`src/rtl/mem_wb_stage.sv`:
```
// mem_wb_stage: MEM/WB pipeline register with a two-state handshake to a variable-latency data memory.
// Memory ops freeze upstream until Mem_Ack; ALU results pass through in one cycle.
module mem_wb_stage #(
    parameter logic [31:0] MEM_BASE = 32'd1024
) (
    input  logic        clk,
    input  logic        rst,
    input  logic        WB_En_In,
    input  logic        Mem_R_En_In,
    input  logic        Mem_W_En_In,
    input  logic [3:0]  Dest_In,
    input  logic [31:0] ALU_Res_In,
    input  logic [31:0] Val_Rm_In,
    output logic        Mem_Req,
    output logic        Mem_We,
    output logic [31:0] Mem_Addr,
    output logic [31:0] Mem_Wdata,
    input  logic [31:0] Mem_Rdata,
    input  logic        Mem_Ack,
    output logic        Freeze,
    output logic        WB_En_Out,
    output logic        Mem_R_En_Out,
    output logic [3:0]  Dest_Out,
    output logic [31:0] ALU_Res_Out,
    output logic [31:0] Mem_Data_Out
);
    typedef enum logic {IDLE, WAIT} state_t;

    state_t      state_q, state_d;
    logic        req_q, req_d, we_q, we_d, wb_q, wb_d, mr_q, mr_d;
    logic [31:0] addr_q, addr_d, wdata_q, wdata_d, alu_q, alu_d, data_q, data_d;
    logic [3:0]  dest_q, dest_d;
    logic        op, start, done, load;

    always_comb begin
        op      = Mem_R_En_In | Mem_W_En_In;
        start   = (state_q == IDLE) && op;
        done    = (state_q == WAIT) && Mem_Ack;
        load    = ((state_q == IDLE) && !op) || done;
        Freeze  = start || ((state_q == WAIT) && !Mem_Ack);
        state_d = start ? WAIT : done ? IDLE : state_q;
        req_d   = start ? 1'b1 : done ? 1'b0 : req_q;
        we_d    = start ? Mem_W_En_In : done ? 1'b0 : we_q;
        addr_d  = start ? (ALU_Res_In - MEM_BASE) >> 2 : addr_q;
        wdata_d = start ? Val_Rm_In : wdata_q;
        // Anything other than a real load is a bubble: control bits cleared, payload kept.
        wb_d    = load & WB_En_In;
        mr_d    = done & Mem_R_En_In;
        dest_d  = load ? Dest_In : dest_q;
        alu_d   = load ? ALU_Res_In : alu_q;
        data_d  = done ? (Mem_W_En_In ? 32'd0 : Mem_Rdata) : load ? 32'd0 : data_q;
    end

    always_ff @(posedge clk or posedge rst) begin
        if (rst) begin
            state_q <= IDLE;
            req_q   <= 1'b0;
            we_q    <= 1'b0;
            addr_q  <= '0;
            wdata_q <= '0;
            wb_q    <= 1'b0;
            mr_q    <= 1'b0;
            dest_q  <= '0;
            alu_q   <= '0;
            data_q  <= '0;
        end else begin
            state_q <= state_d;
            req_q   <= req_d;
            we_q    <= we_d;
            addr_q  <= addr_d;
            wdata_q <= wdata_d;
            wb_q    <= wb_d;
            mr_q    <= mr_d;
            dest_q  <= dest_d;
            alu_q   <= alu_d;
            data_q  <= data_d;
        end
    end

    assign Mem_Req      = req_q;
    assign Mem_We       = we_q;
    assign Mem_Addr     = addr_q;
    assign Mem_Wdata    = wdata_q;
    assign WB_En_Out    = wb_q;
    assign Mem_R_En_Out = mr_q;
    assign Dest_Out     = dest_q;
    assign ALU_Res_Out  = alu_q;
    assign Mem_Data_Out = data_q;
endmodule

```
`config.mk`:
```
export PLATFORM = sky130hd
export DESIGN_NAME = mem_wb_stage
export DESIGN_NICKNAME = d
export VERILOG_FILES = /design/src/rtl/mem_wb_stage.sv
export SDC_FILE = /design/constraint.sdc
export NUM_CORES = 1
export LEC_CHECK = 0
export CORE_MARGIN = 2
export CORE_UTILIZATION = 37
export CTS_CLUSTER_DIAMETER = 60
export DETAILED_ROUTE_END_ITERATION = 8
export GPL_ROUTABILITY_DRIVEN = 0
export PLACE_DENSITY = 0.77
export REMOVE_ABC_BUFFERS = 1
export SYNTH_ARGS = -nofsm -noshare
export SYNTH_HDL_FRONTEND = slang
export SYNTH_SLANG_ARGS = --single-unit
export TNS_END_PERCENT = 100
```
`constraint.sdc`:
```
create_clock -name clk -period 4 [get_ports clk]
set_clock_uncertainty 0.15 [all_clocks]
set_input_delay 0.4 -clock clk [delete_from_list [all_inputs] [get_ports clk]]
set_output_delay 0.4 -clock clk [all_outputs]
set_load 0.02 [all_outputs]
```
==> flow_summary.json, run 1 <==
{
  "status": "finished, final reports clean",
  "setup_viol": 0,
  "cts_buffers": 17,
  "synth_edf_count": 0,
  "core_area_um2": 13900,
  "cts_tree": "yes",
  "place_ws_ns": 1.03,
  "final.setup.tns_ns": 0,
  "use_met1_pct": 22.5,
  "wl_mm": 14.7,
  "start_util_pct": 38.0,
  "netlist-cell-type-count": 36,
  "post-dp-hpwl_mm": 10.8,
  "root_buffer": "clkbuf_16",
  "busiest_layer": "met2",
  "cellPowerDensity_nw_per_um2": 531,
  "clockBufferDepth": 2,
  "cp.arrival_ns": 2.02,
  "worstSetupStartpointType": "input pin",
  "cp.required_ns": 3.45,
  "reg2reg_setup_slack_ns": 1.78,
  "area_growth_pct": 58.6,
  "register_area_um2": 3350,
  "final_hold_viol_count": 0,
  "synth.ff_latch_count": 134,
  "critical_path.max_fanout": 6,
  "nNetsFinal": 813,
  "drt-initial-drc-count": 235,
  "wl_per_cell_um": 16.4,
  "instances_no_fill": 897,
  "hp-start": "Mem_Addr[11]",
  "slew-limit-headroom_pct": 12.8,
  "worstReg2RegStart": "Mem_Req",
  "numClockSinks": 134,
  "hold_depth": 2,
  "antenna_cells": 0,
  "max_freq_mhz": 389,
  "antenna_found_initial": 0,
  "die_w_um": 124,
  "grt_util_all_layers_pct": 19.5,
  "clk_latency_ns": 0.41,
  "via_per_inst": 4.88,
  "use_met2_pct": 32.7,
  "ys_warn_count": 0,
  "rsz0062_at_grt": "false",
  "fin_crit_ns": 2.57,
  "grt_pass1_wl_mm": 22.5,
  "dieArea_um2": 15300,
  "grt.overflow.total": 0,
  "rows": 43,
  "worstReg2RegEnd": "ALU_Res_Out[5]",
  "drc": 0,
  "final_core_util_pct": 60.3,
  "die_h_um": 124,
  "worst_slew_pin_slew_ns": 1.31,
  "use_met3_pct": 8.24,
  "synth.avg_cell_area_um2": 11.3,
  "place_inst": 867,
  "vias": 4380,
  "crit_path_end_kind": "output pin",
  "slew_violations": 0,
  "peakVddDrop_mv": 0.309,
  "num_io_pins": 243,
  "holdPathEnd": "Mem_Addr[11]",
  "layout-drive-gt1-share_pct": 9.90,
  "critPathKind": "in -> out",
  "seq_area_frac_synth_pct": 63.3,
  "synth_flop_cell": "dfrtp_1",
  "cts.repair.resized": 0,
  "ant_nets": 0,
  "port-buffer-count": 240,
  "grt_pass1_vias": 4513,
  "hold_buffers": 0,
  "synthArstFlopShare_pct": 100,
  "synth_area_um2": 5300,
  "p_leak_nw": 3.67,
  "multi_input_area_um2": 1830,
  "netlist_instances": 469,
  "cts_max_level": 4,
  "cts_setup_buffers": 0,
  "dr.pass1.iters": 5,
  "clk_pin_slew_ns": 0.05,
  "r2r_cells": 4,
  "cap_violations": 0,
  "fill_cells": 1138,
  "final.setup.worst_slack_ns": 1.43,
  "grt_max_degree": 72,
  "finalCritPeriodShare_pct": 64.3,
  "hp-class": "reg -> reg"
}
[sequential cells by signal, indices dropped and copies added, names as in the netlist]
signal        flops
Dest_Out          4
Mem_Data_Out     32
ALU_Res_Out      32
WB_En_Out         1
Mem_Addr         30
Mem_Wdata        32
Mem_R_En_Out      1
Mem_Req           1
Mem_We            1
[cell usage after synthesis (3+ instances only)]
library cell	instances	area, µm²
nand2_1	138	518
dfrtp_1	134	3350
mux2_2	34	383
a22o_1	32	280
clkbuf_1	22	82.6
o21ai_0	20	100
nor2_1	11	41.3
or4_1	9	67.6
a31oi_1	6	37.5
xnor2_1	6	52.6
xor2_1	6	52.6
nand3_1	5	25.0
buf_1	4	15.0
inv_1	4	15.0
o31ai_1	4	30.0
or3_1	4	25.0
nand3b_1	3	22.5
nor3_1	3	15.0
[cells in the final DEF, fill, tap and decap left out, types with 2 or more instances in the layout]
master           Yosys  final
a31oi_1              6      6
a22o_1              32     32
o31ai_1              4      4
inv_1                4      3
buf_4                2      6
o21ai_0             20     20
xnor2_1              6      6
nand3_1              5      5
clkbuf_1            22      6
o211ai_1             2      2
dfrtp_1            134    134
nor3_1               3      3
mux2_2              34     34
or4_1                9      9
clkdlybuf4s50_1      0    240
clkbuf_16            0     17
nand2_1            138    138
or3_1                4      4
clkinv_2             0      4
nor4b_1              2      2
conb_1               1      2
xor2_1               6      6
a21oi_1              2      2
nand3b_1             3      3
nor4_1               2      2
nor2_1              11     10
clkbuf_8             0      2
[report_power, final]
group | switching, W | internal (W) | leakage [nW]
Clock | 0.000529 | 0.000875 | 0.261
Sequential | 0.000135 | 0.00160 | 1.65
Combinational | 0.000662 | 0.000656 | 1.76
Total | 0.00133 | 0.00313 | 3.67
[through the flow]
| stage | hold WS, ns | power (W) | area [µm²] |
|---|---|---|---|
| final | 0.324 | 0.00446 | 8400 |
| after global routing | 0.342 | 0.00469 | 8400 |
| after CTS | 0.330 | 0.00451 | 8400 |
| after detailed placement | 0.318 | 0.00309 | 7870 |
| after global placement | 0.306 | 0.00305 | 7870 |
| after floorplan | 0.355 | 0.00235 | 5180 |
[critical path: stages]
cell	delay (ns)
clkdlybuf4s50_1	0.56
o31a_2	0.43
clkdlybuf4s50_1	0.63
[cells by family after synthesis]
family / Yosys count / share of synthesized area, %
xor gates and xnor gates: 12 / 1.98
other: 1 / 0.0708
DFF: 134 / 63.3
adders and majority gates: 1 / 0.236
AOI/OAI and AO/OA: 71 / 9.74
and+or+nand+nor: 183 / 14.9
muxes: 34 / 7.23
buffers and inverters: 33 / 2.50
[how the worst max path moves through the flow]
stage,start,end,slack (ns)
CTS,Mem_W_En_In,Freeze,1.42
global route,ALU_Res_In[10],Mem_Addr[28],1.27
global placement,ALU_Res_In[13],Mem_Addr[29],1.08
floorplan,rst,ALU_Res_Out[0],-0.13
detailed placement,ALU_Res_In[13],Mem_Addr[29],1.03
finish,Mem_W_En_In,Freeze,1.43
[final cells by class]
type	count	share of cell area (%)
multi-input cells	303	21.8
clock buffers	25	5.66
clock inverters	5	0.596
flip-flops and latches	134	39.9
inverters	4	0.209
repair buffers	246	29.1
well taps	180	2.68
[metal layers]
layer,vias up,wire (µm)
met4,0,178
li1,2077,-
met3,18,1330
met5,-,0
met1,2118,5930
met2,167,7270
Note: power is estimated with default switching activity, not from simulation.
==> inputs of run 2 (changes only) <==
Settings changed: CORE_UTILIZATION 37 to 41, PLACE_DENSITY 0.77 to 0.81.
Clock period 4 ns to 2.7 ns, I/O delays scaled along.
==> run 2 against run 1 <==
  * Wire length shrank 0.54%
  * Combinational power up 50%
  * Critical path depth unchanged
  * Power rose by 57%
  * Count of clock-buffer cells in the layout down 5
==> flow_summary.json, run 2 (synthesis results as in run 1) <==
{
  "status": "finished, final reports clean",
  "slew_violations": 0,
  "place_inst": 872,
  "grt_pass1_vias": 4643,
  "clockBufferDepth": 2,
  "cts_buffers": 17,
  "die_h_um": 118,
  "worstSetupStartpointType": "flip-flop",
  "comb_power_share_pct": 28.4,
  "max_freq_mhz": 429,
  "intPower_w": 0.00495,
  "wl_mm": 14.6,
  "clk_latency_ns": 0.41,
  "port-buffer-count": 240,
  "core_area_um2": 12600,
  "worstReg2RegEnd": "ALU_Res_Out[27]",
  "dr.pass1.iters": 4,
  "peakVddDrop_mv": 0.479,
  "cts_tree": "yes",
  "cpMaxStageDelayCell": "clkdlybuf4s50_1",
  "numClockSinks": 134,
  "cap_violations": 0,
  "root_buffer": "clkbuf_16",
  "critical_path.max_fanout": 8,
  "grt.overflow.total": 0,
  "critPathKind": "reg -> out",
  "switchingPower_w": 0.00203,
  "cts_setup_buffers": 0,
  "final_hold_viol_count": 0,
  "crit_path_end_kind": "output pin",
  "grt_max_degree": 72,
  "fin_crit_ns": 2.33,
  "layout-drive-gt1-share_pct": 12.4,
  "area_growth_pct": 63.2,
  "antenna_found_initial": 0,
  "cts.repair.resized": 0,
  "worst_slew_pin_slew_ns": 0.510,
  "reg2reg_setup_slack_ns": 0.87,
  "vias": 4497,
  "drt-initial-drc-count": 249,
  "start_util_pct": 42.0,
  "die_w_um": 118,
  "worstReg2RegStart": "Mem_Req",
  "mostFrequentLayoutCell": "clkdlybuf4s50_1",
  "setup_viol": 0,
  "rows": 41,
  "path_cells": "nand2_1 -> o31a_2 -> clkdlybuf4s50_1",
  "finalCritPeriodShare_pct": 86.4,
  "post-dp-hpwl_mm": 10.5,
  "dieArea_um2": 13800,
  "clkPwrFrac_pct": 34.9,
  "antenna_cells": 0,
  "p_leak_nw": 3.79,
  "drc": 0,
  "final_cell_mix": "clkdlybuf4s50_1, nand2_1, dfrtp_1, mux2_2, a22o_1",
  "power_switching_share_pct": 29.0,
  "num_io_pins": 243,
  "instances_no_fill": 904,
  "max_stage_delay_ns": 0.68,
  "whs_ns": 0.150,
  "hold_buffers": 0,
  "grt_util_all_layers_pct": 21.9,
  "cp.arrival_ns": 1.91,
  "finalPower_w": 0.00698,
  "nNetsFinal": 826,
  "wl_per_cell_um": 16.2,
  "power_frac_seq_pct": 36.7,
  "cp.required_ns": 2.28,
  "grt_pass1_wl_mm": 24.0,
  "via_per_inst": 4.97,
  "slew-limit-headroom_pct": 65.7,
  "cts_max_level": 4,
  "r2r_cells": 4,
  "cellPowerDensity_nw_per_um2": 808,
  "ant_nets": 0,
  "rsz0062_at_grt": "false",
  "hp-class": "in -> async",
  "clk_pin_slew_ns": 0.05
}
-- run 2: cell types whose count changed in the layout (fill, tap and decap cells not counted), moves of 3 or more --
cell / previous run / this run
bufinv_16: 1 / 4
clkbuf_1: 6 / 1
buf_4: 6 / 15
buf_12: 0 / 4
clkinvlp_4: 0 / 3
-- run 2: final cells by class --
class / count / area (µm²)
Clock buffer: 20 / 457
Clock inverter: 12 / 175
Fill cell: 959 / 3980
Inverter: 4 / 17.5
Multi-Input combinational cell: 303 / 1830
Sequential cell: 134 / 3350
Tap cell: 172 / 215
Timing Repair Buffer: 259 / 2590
-- run 2: through the flow --
stage / utilization [%] / worst slack (ns) / area, µm² / TNS [ns]
2_1_floorplan: - / -1.30 / 5180 / -214.66
3_3_place_gp: 63.5 / 0.0373 / 8010 / 0
3_5_place_dp: 63.5 / -0.0203 / 8010 / -0.0371
4_1_cts: 68.5 / 0.325 / 8640 / 0
5_1_grt: 68.5 / 0.267 / 8640 / 0
6_report: 68.5 / 0.368 / 8640 / 0
-- run 2: routing by layer --
| metal | global-route usage, % | wire [µm] | vias up |
|---|---|---|---|
| met3 | 8.53 | 1260 | 39 |
| met4 | 10.5 | 486 | 0 |
| li1 | - | - | 2103 |
| met2 | 35.6 | 7030 | 193 |
| met1 | 25.5 | 5850 | 2162 |
| met5 | 0 | 0 | - |
-- run 2: critical path, delay by kind of cell, from the launching register on --
family | cells | cell delay (ns)
AOI/OAI and AO/OA | 1 | 0.21
buffers and inverters | 1 | 0.68
DFF | 1 | 0.44
and+or+nand+nor | 1 | 0.16
-- run 2: how the worst max path moves through the flow --
stage	cells past startpoint	slack [ns]	to	start
after floorplan	1	-1.30	ALU_Res_Out[0]	rst
after global placement	5	0.04	Mem_Addr[29]	ALU_Res_In[13]
after detailed placement	5	-0.02	Mem_Addr[29]	ALU_Res_In[13]
after CTS	3	0.32	Freeze	Mem_Req
after global routing	3	0.27	Freeze	Mem_Req
final	3	0.37	Freeze	Mem_Req
-- run 2: power by group through the flow --
stage	sequential, W	clock (W)	combinational, W
after detailed placement	0.00259	0	0.00200
after global placement	0.00257	0	0.00196
after CTS	0.00256	0.00248	0.00201
after global routing	0.00261	0.00258	0.00211
after floorplan	0.00303	0	0.000448
final	0.00256	0.00244	0.00198
